$ cat config.mk
export PLATFORM = sky130hd
export DESIGN_NAME = io_region_responder
export DESIGN_NICKNAME = d
export VERILOG_FILES = /design/src/rtl/io_region_responder_pkg.sv /design/src/rtl/io_region_responder_serial_tx_fifo.sv /design/src/rtl/io_region_responder.sv
export SDC_FILE = /design/constraint.sdc
export NUM_CORES = 1
export LEC_CHECK = 0
export BUFFER_PORTS_ARGS = -buffer_cell sky130_fd_sc_hd__buf_2
export CORE_MARGIN = 5
export CORE_UTILIZATION = 40
export DETAILED_ROUTE_END_ITERATION = 12
export SETUP_SLACK_MARGIN = 0.5
export SYNTH_ARGS = -nofsm -noshare
export SYNTH_HDL_FRONTEND = slang
export SYNTH_SLANG_ARGS = --single-unit
$ cat constraint.sdc
create_clock -name clk -period 11.2 [get_ports clk]
set_clock_uncertainty 0.1 [all_clocks]
set_input_delay 1.12 -clock clk [delete_from_list [all_inputs] [get_ports clk]]
set_output_delay 1.12 -clock clk [all_outputs]
set_load 0.01 [all_outputs]
$ cat src/rtl/io_region_responder_pkg.sv
// Memory map shared by the IO region: physical address layout,
// device offsets and the request bundle seen by IO targets.
package io_region_responder_pkg;

    localparam int PHY_ADDR_WIDTH = 30;
    localparam int PHY_RAW_ADDR_WIDTH = 28;
    localparam int DATA_PATH_WIDTH = 32;
    localparam int PHY_ADDR_IS_IO_BIT = 28;
    localparam int PHY_ADDR_IS_UNCACHABLE_BIT = 29;

    typedef logic [PHY_ADDR_WIDTH-1:0] PhyAddrPath;
    typedef logic [DATA_PATH_WIDTH-1:0] DataPath;
    typedef logic [PHY_RAW_ADDR_WIDTH-1:0] PhyRawAddrPath;

    localparam int PHY_ADDR_TIMER_ZONE_BIT_WIDTH = 4;
    localparam PhyRawAddrPath PHY_ADDR_TIMER_BASE = 28'h000_0000;
    localparam PhyRawAddrPath PHY_ADDR_SERIAL_OUTPUT = 28'h000_2000;

    localparam int SERIAL_FIFO_DEPTH_DEFAULT = 8;

    typedef enum logic [1:0] {
        IO_REG_MTIME_LO    = 2'd0,
        IO_REG_MTIME_HI    = 2'd1,
        IO_REG_MTIMECMP_LO = 2'd2,
        IO_REG_MTIMECMP_HI = 2'd3
    } IoRegOffset;

    typedef struct packed {
        logic       isWrite;
        PhyAddrPath addr;
        DataPath    data;
    } MemoryIoReq;

endpackage

$ cat src/rtl/io_region_responder_serial_tx_fifo.sv
// Synchronous TX byte FIFO in front of the UART; head byte is read
// straight from the storage registers, so a push is visible next cycle.
module serial_tx_fifo #(
    parameter int DEPTH = 8,
    parameter int WIDTH = 8
) (
    input  logic                     clk,
    input  logic                     rst,
    input  logic                     push_i,
    input  logic [WIDTH-1:0]         pushData_i,
    input  logic                     pop_i,
    output logic                     full_o,
    output logic                     empty_o,
    output logic [$clog2(DEPTH):0]   count_o,
    output logic [WIDTH-1:0]         head_o
);

    localparam int AW = $clog2(DEPTH);
    localparam int CW = AW + 1;

    logic [WIDTH-1:0] mem_q [DEPTH];
    logic [AW-1:0]    wrPtr_q, wrPtr_d;
    logic [AW-1:0]    rdPtr_q, rdPtr_d;
    logic [CW-1:0]    count_q, count_d;
    logic             doPush, doPop;

    assign full_o  = (count_q == CW'(DEPTH));
    assign empty_o = (count_q == '0);
    assign count_o = count_q;
    assign head_o  = empty_o ? '0 : mem_q[rdPtr_q];

    assign doPush = push_i && !full_o;
    assign doPop  = pop_i && !empty_o;

    always_comb begin
        wrPtr_d = wrPtr_q;
        rdPtr_d = rdPtr_q;
        count_d = count_q;
        if (doPush) wrPtr_d = wrPtr_q + AW'(1);
        if (doPop)  rdPtr_d = rdPtr_q + AW'(1);
        if (doPush && !doPop)      count_d = count_q + CW'(1);
        else if (doPop && !doPush) count_d = count_q - CW'(1);
    end

    always_ff @(posedge clk) begin
        if (rst) begin
            wrPtr_q <= '0;
            rdPtr_q <= '0;
            count_q <= '0;
        end else begin
            wrPtr_q <= wrPtr_d;
            rdPtr_q <= rdPtr_d;
            count_q <= count_d;
        end
    end

    always_ff @(posedge clk) begin
        if (doPush) mem_q[wrPtr_q] <= pushData_i;
    end

endmodule

$ cat src/rtl/io_region_responder.sv
// IO region target: mtime/mtimecmp timer block plus buffered serial
// output, answering each accepted request with a one-cycle response.
module io_region_responder
    import io_region_responder_pkg::*;
#(
    parameter int SERIAL_FIFO_DEPTH = SERIAL_FIFO_DEPTH_DEFAULT,
    parameter int TIMER_PRESCALE = 1,
    parameter int DATA_WIDTH = 32
) (
    input  logic                  clk,
    input  logic                  rst,
    input  logic                  reqValid,
    output logic                  reqReady,
    input  logic                  reqIsWrite,
    input  logic [29:0]           reqAddr,
    input  logic [DATA_WIDTH-1:0] reqWriteData,
    output logic                  respValid,
    output logic [DATA_WIDTH-1:0] respReadData,
    output logic                  respError,
    output logic                  timerIrq,
    output logic                  serialValid,
    input  logic                  serialReady,
    output logic [7:0]            serialData
);

    localparam int PW = (TIMER_PRESCALE > 1) ? $clog2(TIMER_PRESCALE) : 1;
    localparam int CW = $clog2(SERIAL_FIFO_DEPTH) + 1;

    MemoryIoReq      req;
    PhyRawAddrPath   raw;
    IoRegOffset      regSel;
    logic            isIo, timerHit, serialHit, addrErr;
    logic            accept, wrEn;
    logic            unusedUncachable;

    logic            fifoFull, fifoEmpty;
    logic [CW-1:0]   fifoCount;

    logic [PW-1:0]   prescale_q, prescale_d;
    logic [63:0]     mtime_q, mtime_d;
    logic [63:0]     mtimecmp_q, mtimecmp_d;
    logic            tick;
    logic            irq_q;

    logic                  respValid_q;
    logic [DATA_WIDTH-1:0] respData_q, respData_d;
    logic                  respErr_q, respErr_d;

    assign req = '{isWrite: reqIsWrite, addr: reqAddr, data: reqWriteData};
    assign raw = req.addr[PHY_RAW_ADDR_WIDTH-1:0];
    assign isIo = req.addr[PHY_ADDR_IS_IO_BIT];
    assign unusedUncachable = req.addr[PHY_ADDR_IS_UNCACHABLE_BIT];
    assign regSel = IoRegOffset'(raw[3:2]);

    assign timerHit = isIo &&
        (raw[PHY_RAW_ADDR_WIDTH-1:PHY_ADDR_TIMER_ZONE_BIT_WIDTH] ==
         PHY_ADDR_TIMER_BASE[PHY_RAW_ADDR_WIDTH-1:PHY_ADDR_TIMER_ZONE_BIT_WIDTH]);
    assign serialHit = isIo &&
        (raw[PHY_RAW_ADDR_WIDTH-1:2] ==
         PHY_ADDR_SERIAL_OUTPUT[PHY_RAW_ADDR_WIDTH-1:2]);
    assign addrErr = !(timerHit || serialHit);

    // Only a store to a full FIFO stalls; everything else is taken at once.
    assign reqReady = !(req.isWrite && serialHit && fifoFull);
    assign accept   = reqValid && reqReady;
    assign wrEn     = accept && req.isWrite && !addrErr;

    serial_tx_fifo #(
        .DEPTH (SERIAL_FIFO_DEPTH),
        .WIDTH (8)
    ) u_fifo (
        .clk        (clk),
        .rst        (rst),
        .push_i     (wrEn && serialHit),
        .pushData_i (req.data[7:0]),
        .pop_i      (serialValid && serialReady),
        .full_o     (fifoFull),
        .empty_o    (fifoEmpty),
        .count_o    (fifoCount),
        .head_o     (serialData)
    );

    assign serialValid = !fifoEmpty;

    // A half-word write overrides the increment for that half only,
    // and suppresses the carry between halves for that cycle.
    always_comb begin
        tick       = (prescale_q == PW'(TIMER_PRESCALE - 1));
        prescale_d = tick ? '0 : prescale_q + PW'(1);
        mtime_d    = tick ? mtime_q + 64'd1 : mtime_q;
        mtimecmp_d = mtimecmp_q;
        if (wrEn && timerHit) begin
            unique case (regSel)
                IO_REG_MTIME_LO:    mtime_d = {mtime_q[63:32], req.data};
                IO_REG_MTIME_HI:    mtime_d = {req.data, mtime_q[31:0]};
                IO_REG_MTIMECMP_LO: mtimecmp_d = {mtimecmp_q[63:32], req.data};
                IO_REG_MTIMECMP_HI: mtimecmp_d = {req.data, mtimecmp_q[31:0]};
            endcase
        end
    end

    always_comb begin
        respData_d = '0;
        respErr_d  = 1'b0;
        if (accept) begin
            if (addrErr) begin
                respErr_d = 1'b1;
            end else if (!req.isWrite) begin
                if (serialHit) begin
                    respData_d = DATA_WIDTH'(fifoCount);
                end else begin
                    unique case (regSel)
                        IO_REG_MTIME_LO:    respData_d = mtime_q[31:0];
                        IO_REG_MTIME_HI:    respData_d = mtime_q[63:32];
                        IO_REG_MTIMECMP_LO: respData_d = mtimecmp_q[31:0];
                        IO_REG_MTIMECMP_HI: respData_d = mtimecmp_q[63:32];
                    endcase
                end
            end
        end
    end

    always_ff @(posedge clk) begin
        if (rst) begin
            prescale_q  <= '0;
            mtime_q     <= '0;
            mtimecmp_q  <= '1;
            irq_q       <= 1'b0;
            respValid_q <= 1'b0;
            respData_q  <= '0;
            respErr_q   <= 1'b0;
        end else begin
            prescale_q  <= prescale_d;
            mtime_q     <= mtime_d;
            mtimecmp_q  <= mtimecmp_d;
            irq_q       <= (mtime_d >= mtimecmp_d);
            respValid_q <= accept;
            respData_q  <= respData_d;
            respErr_q   <= respErr_d;
        end
    end

    assign timerIrq     = irq_q;
    assign respValid    = respValid_q;
    assign respReadData = respData_q;
    assign respError    = respErr_q;

endmodule

==> results by group, run 1 <==
Run status
  • Status: complete, no violations

Clocking
  • CTS clk-pin slew, worst paths: 0.06 ns
  • CTS Buffer Depth: 3
  • CTS buffer count: 28
  • Post_cts resized: 0
  • CTS tree: done
  • Clk_lat worst skew: 0.54 ns
  • Postcts setup bufs: 0
  • TritonCTS Sinks: between 200 and 250
  • Clock root buffer: clkbuf_16
  • H-tree depth: 1
  • Hold_buf cts: 0

Worst setup path
  • Crit path arrival time: between 5 and 6 ns
  • R2r setup slk: 6.09 ns
  • Worst r2r src: mtime_q[2]
  • Startpoint Class: primary input
  • CP Capture Type: register
  • WS Path Type: primary input to register
  • CP max FO: 32
  • Required time of the critical path: roughly 12 ns
  • Crit path from: reqAddr[23]

Final layout
  • Layout cell share with drive strength beyond 1: 0.1721
  • Nets@finish: 1493
  • Final instance area: 0.01474 mm2
  • Post-layout util: 0.4682
  • # fillers: 2973
  • P&R area growth vs syn: 15.93%
  • # diodes: 0

Place
  • Pre-CTS WS: ~5.2 ns
  • Dpl hpwl: 25820 um
  • Port Buffers: 108
  • Cell Area, Placed: 0.01365 mm2
  • Routability cong.: 0.8644

Synth
  • Yosys warns: 0
  • Seq cells post-synth: 241
  • Top_reg_cell synth: dfxtp_1
  • Mapped Area: 0.01271 mm2
  • Syn_nets: 1398
  • Synth Area per Inst: 10.09 um2
  • Async S/R FF share, synth: 0
  • Post-synthesis instance total: 1260
  • Number of synthesized flops with an enable pin: 64
  • Cell variety after synth: between 70 and 80
  • Sequential area share after synthesis: 0.4300

STA
  • Fmax: 185.3 MHz
  • Final slew viol count: 0
  • Final min period: around 5.4 ns
  • Slew headroom: 0.2468
  • RSZ-0062 raised after global routing: false
  • Final worst setup slack: ~5.8 ns
  • Hold WS: roughly 0.39 ns
  • Setup Total Neg Slack: 0 ns
  • Slew @ Worst Pin: 1.121 ns
  • Crit share post-route: 0.4817
  • Hold Violations, Final: 0
  • Setup violators final: 0

Routing
  • Drt total wl: 36510 um
  • Detail Route Antenna Nets: 0
  • Via count: 10420
  • DR vias/cell: about 6
  • Drc violations: 0
  • Length of the first detailed-routing pass in iterations: 5
  • WL/cell: 20.52 um
  • First DRT Iteration DRCs: approximately 890

Floorplan
  • Die ar.: 0.03544 mm2
  • Row cnt: 65
  • Die Y: around 190 um
  • Die W: between 150 and 200 um
  • Io pins: 112
  • Core area: about 0.031 mm2
  • Starting Density: 0.4039

Power
  • P_leak: 5.957 nW
  • Clock power share: 0.524
  • NetSw: 0.4078 mW
  • Pwr Density: 137.3 mW/mm2
  • Internal power: 1.615 mW
  • Maximum vdd drop: 106.0 uV
  • Reg power frac: 0.443
  • Combinational group share of total power: 0.033
  • Sw Share: 0.2016

Global route
  • Total GRT Usage: 0.2008
  • GRT Residual Overflow: 0
  • First-pass GRT wire length: ~58000 um
  • Initial antenna violation count: 0
  • Largest net degree at the start of global routing: 82
  • Vias in the first global route: a little over 10000

Flow run
  • Max_cap viols: 0

Worst hold path
  • Hold path start: u_fifo.rdPtr_q[1]
  • Worst Hold Class: register to register
[routing by layer]
metal,global-route usage,vias up,part of all wire
met5,0,-,0
met4,0.07453,0,0.039
met3,0.03001,88,0.062
met2,0.3288,356,0.46
met1,0.2707,5013,0.44
li1,-,4961,-
[placed cells by master (no fill, tap or decap), types with 7 or more instances in the layout]
cell type,synthesis,final
a31oi_1,20,20
mux2i_1,82,82
nand2b_1,8,8
a21oi_1,55,55
and2_1,19,19
inv_1,21,21
or4_1,7,7
nor3_1,43,43
clkbuf_16,0,29
a211oi_1,17,17
dfxtp_1,177,177
nor4_1,19,19
a21o_1,13,13
o21ai_0,26,26
nor2b_1,30,30
buf_2,12,108
mux4_2,48,48
buf_4,0,16
and3_1,11,11
nand4_1,33,33
edfxtp_1,64,64
nand2_1,153,153
ha_1,70,70
nand3_1,57,57
bufinv_16,0,8
nor2_1,91,91
or3_1,20,20
o21a_1,7,7
o211ai_1,14,14
[worst max-delay path, stage by stage]
cell and delay [ns]:
buf_2 0.10, nor4_1 0.37, nand4_1 0.68, nor2_1 0.42, and4_2 0.26, buf_4 0.54
mux2_2 0.42, ha_1 0.26, nand2b_1 0.14, a2111oi_0 0.51, a2111oi_0 0.19, o311a_1 0.38
a211oi_1 0.21, o21ai_0 0.11
[cell usage after synthesis (4+ instances only)]
library cell | number | area share
and4_1 | 4 | 0.0028
a311oi_1 | 5 | 0.0034
nor4_2 | 4 | 0.0039
a221o_1 | 4 | 0.0032
a2111oi_0 | 5 | 0.0034
or3_1 | 20 | 0.0098
or4_1 | 7 | 0.0041
nand2_1 | 153 | 0.045
o21a_1 | 7 | 0.0041
a21oi_1 | 55 | 0.022
nand2b_1 | 8 | 0.0039
a21o_1 | 13 | 0.0077
o211a_1 | 6 | 0.0047
clkbuf_1 | 38 | 0.011
mux2i_1 | 82 | 0.065
and3_1 | 11 | 0.0054
o211ai_1 | 14 | 0.0083
o21ai_0 | 26 | 0.010
nor3_1 | 43 | 0.017
dfxtp_1 | 177 | 0.28
buf_2 | 12 | 0.0047
edfxtp_1 | 64 | 0.15
and2_1 | 19 | 0.0094
inv_1 | 21 | 0.0062
nor4_1 | 19 | 0.0094
buf_1 | 9 | 0.0027
nand3_1 | 57 | 0.022
ha_1 | 70 | 0.069
nand4_1 | 33 | 0.016
a31oi_1 | 20 | 0.0098
mux4_2 | 48 | 0.085
a2bb2oi_1 | 6 | 0.0041
xor2_1 | 4 | 0.0028
a211oi_1 | 17 | 0.010
nor2b_1 | 30 | 0.015
nor2_1 | 91 | 0.027
[path summary, 6_finish.rpt]
path / endpoint / cells past startpoint
max: timerIrq / 14
min: u_fifo.rdPtr_q[1] / 2
max reg2reg: timerIrq / 13
min reg2reg: u_fifo.rdPtr_q[1] / 2
[state kept, by name, summed over array words and instances, names as in the netlist, 3 cells and up, named ones only]
| signal | count |
|---|---|
| u_fifo.wrPtr_q | 3 |
| u_fifo.rdPtr_q | 3 |
| mtimecmp_q | 64 |
| mtime_q | 64 |
| u_fifo.mem_q | 64 |
| respReadData | 32 |
| u_fifo.count_o | 4 |
[metrics by stage]
stage | cells | power, mW
CTS | 1779 | 2.044
global route | 1779 | 2.087
detailed placement | 1727 | 0.9821
global placement | 1727 | 0.9816
finish | 1779 | 2.023
floorplan | 1260 | 0.9483
[cell families after synthesis]
kind of cell | share of synthesized area
simple gates | 0.2086
compound gates | 0.1109
mux | 0.1505
flops | 0.4300
xor+xnor | 0.004134
fa+ha+maj | 0.07048
buf+inv | 0.02510
other cells | 0.0002950
[area by class of cell]
| type | instances | area (um2) | share of cell area |
|---|---|---|---|
| Sequential cell | 241 | 5465 | 0.3709 |
| Clock buffer | 40 | 827.0 | 0.05613 |
| Timing Repair Buffer | 124 | 660.6 | 0.04483 |
| Tap cell | 402 | 503.0 | 0.03413 |
| Clock inverter | 12 | 260.3 | 0.01766 |
| Inverter | 22 | 82.58 | 0.005604 |
| Multi-Input combinational cell | 938 | 6937 | 0.4707 |
[power groups by stage]
stage / sequential, mW / combinational, mW / clock [mW]
6_report: 0.896 / 0.0666 / 1.06
3_5_place_dp: 0.915 / 0.0670 / 0
3_3_place_gp: 0.915 / 0.0665 / 0
5_1_grt: 0.896 / 0.0718 / 1.12
4_1_cts: 0.896 / 0.0670 / 1.08
2_1_floorplan: 0.915 / 0.0333 / 0
(Power assumes the default switching activity.)
==> inputs of run 2 (changes only) <==
Clock period 11.2 ns to 4.61 ns, I/O delays scaled along.
==> results by group, run 2 (synthesized netlist as in run 1, its figures left out) <==
Worst setup path
  • Reg2Reg Depth: 14
  • CP Capture Type: register
  • Critical path depth: 17
  • Largest stage delay, worst path: 0.60 ns
  • CP max FO: 13
  • Cell mode on critical path: buf_4
  • Critical Path, Cell by Cell: buf_2, or4_1, or2_0, buf_4, nor3_4, buf_4, nor4_4, buf_4, a211oi_1, nor2_1, ha_1, nand4_1, nor4_2, buf_4, o311a_1, a211oi_1, o21ai_0
  • Buf+Inv Stages, Crit Path: 5
  • Required time of the critical path: between 4 and 5 ns
  • WS Path Type: primary input to register
  • Critical-path top delay cell: or4_1
  • Crit path arrival time: roughly 4.3 ns
  • Startpoint Class: primary input
  • CP delay by family, top: simple AND/OR/NAND/NOR gates

Final layout
  • Fin cells: between 1500 and 2000
  • P&R area growth vs syn: 16.66%
  • Most common cell after layout, fill and taps aside: dfxtp_1
  • Largest registers: mtime_q: 64 flops, mtimecmp_q: 64 flops, u_fifo.mem_q: 64 flops
  • Nets@finish: 1521
  • Top library cells by usage in the layout, fill and taps aside: dfxtp_1, nand2_1, buf_2, nor2_1, mux2i_1
  • Layout cell share with drive strength beyond 1: 0.1980

Floorplan
  • Starting Density: 0.4039
  • Die Y: roughly 190 um
  • Row cnt: 65
  • Io pins: 112
  • Die ar.: 0.03544 mm2
  • Die W: 188.3 um
  • Core area: 0.03147 mm2

Global route
  • Largest net degree at the start of global routing: 36
  • Total GRT Usage: 0.2045
  • First-pass GRT wire length: 58200 um
  • GRT Residual Overflow: 0
  • Initial antenna violation count: 0
  • Vias in the first global route: roughly 10000

STA
  • Setup violators final: 0
  • Final worst setup slack: 0.6745 ns
  • Setup Total Neg Slack: 0 ns
  • Hold Violations, Final: 0
  • Final slew viol count: 0
  • Slew @ Worst Pin: approximately 1.1 ns
  • Crit share post-route: 0.8537
  • Slew headroom: 0.2890
  • Final min period: 3.935 ns
  • RSZ-0062 raised after global routing: false
  • Fmax: 254.1 MHz

Clocking
  • CTS Buffer Depth: 3
  • CTS clk-pin slew, worst paths: 0.06 ns
  • TritonCTS Sinks: 241
  • Clock root buffer: clkbuf_16
  • CTS buffer count: 27
  • CTS tree: done
  • Clk_lat worst skew: 0.55 ns
  • H-tree depth: 1

Place
  • Cells after DPL: 1754
  • Dpl hpwl: 27120 um
  • Pre-CTS WS: between 0.03 and 0.04 ns
  • Port Buffers: 108
  • Routability cong.: 0.8803

Routing
  • Drt total wl: 37410 um
  • First DRT Iteration DRCs: 813
  • DR vias/cell: 5.825
  • WL/cell: just over 20 um
  • Length of the first detailed-routing pass in iterations: 5
  • Via count: 10530
  • Drc violations: 0
  • Detail Route Antenna Nets: 0

Worst hold path
  • Worst Hold Class: primary input to register
  • Hold depth: 2

Power
  • Maximum vdd drop: 274.8 uV
  • Pwr Density: a little under 300 mW/mm2
  • Power, Total: 4.408 mW
  • P_leak: a little over 6 nW

Run status
  • Status: complete, no violations

Flow run
  • Max_cap viols: 0
## run 2: changes by cell type in the layout (fill, tap and decap cells not counted), sizes merged, moves of 6 or more
| cell | change |
|---|---|
| clkbuf | -6 |
| bufinv | -7 |
| buf | +29 |
| clkinv | +9 |
## run 2: final timing paths
path | slack (ns) | start | end
worst min register to register | 0.40 | u_fifo.rdPtr_q[1] | register
worst max-delay path | 0.67 | reqAddr[14] | timerIrq
worst min-delay path | 0.1 | reqIsWrite | respValid
worst max register to register | 0.68 | mtime_q[3] | timerIrq
## run 2: per-layer routing
| metal | up-vias | track usage | routed length [um] |
|---|---|---|---|
| met5 | - | 0 | 0 |
| met4 | 0 | 0.06804 | 1296 |
| met3 | 89 | 0.03057 | 2163 |
| met2 | 344 | 0.3442 | 17620 |
| met1 | 5069 | 0.2713 | 16320 |
| li1 | 5023 | - | - |
## run 2: what timing repair did
item | CTS | global route
setup endpoints to repair | 1 | 1
hold buffers | 0 | 0
resized for setup | 4 | 17
pin swaps | 0 | 6
buffers inserted | 0 | 2
gates cloned | 0 | 0
## run 2: report_power, final
part	leakage, nW	internal (mW)	total, mW	switching [mW]
registers	2.01	2.17	2.18	0.00441
clock network	0.422	1.18	2.07	0.888
logic	3.64	0.0651	0.163	0.0978
total	6.07	3.42	4.41	0.991
## run 2: through the flow
step	util	hold WS, ns	instance area, um2
after global placement	0.4409	0.3772	13880
after CTS	0.4685	0.07882	14750
after detailed placement	0.4409	0.3850	13880
final	0.4712	0.09990	14830
after floorplan	-	0.3541	12710
after global routing	0.4711	0.09701	14830
## run 2: final cells by class
cell class	count	area, um2
Clock inverter	16	115.1
Tap cell	402	503.0
Inverter	22	82.58
Timing Repair Buffer	153	903.4
Fill cell	2975	16640
Multi-Input combinational cell	938	7018
Clock buffer	34	732.0
Antenna cell	1	2.502
Sequential cell	241	5473
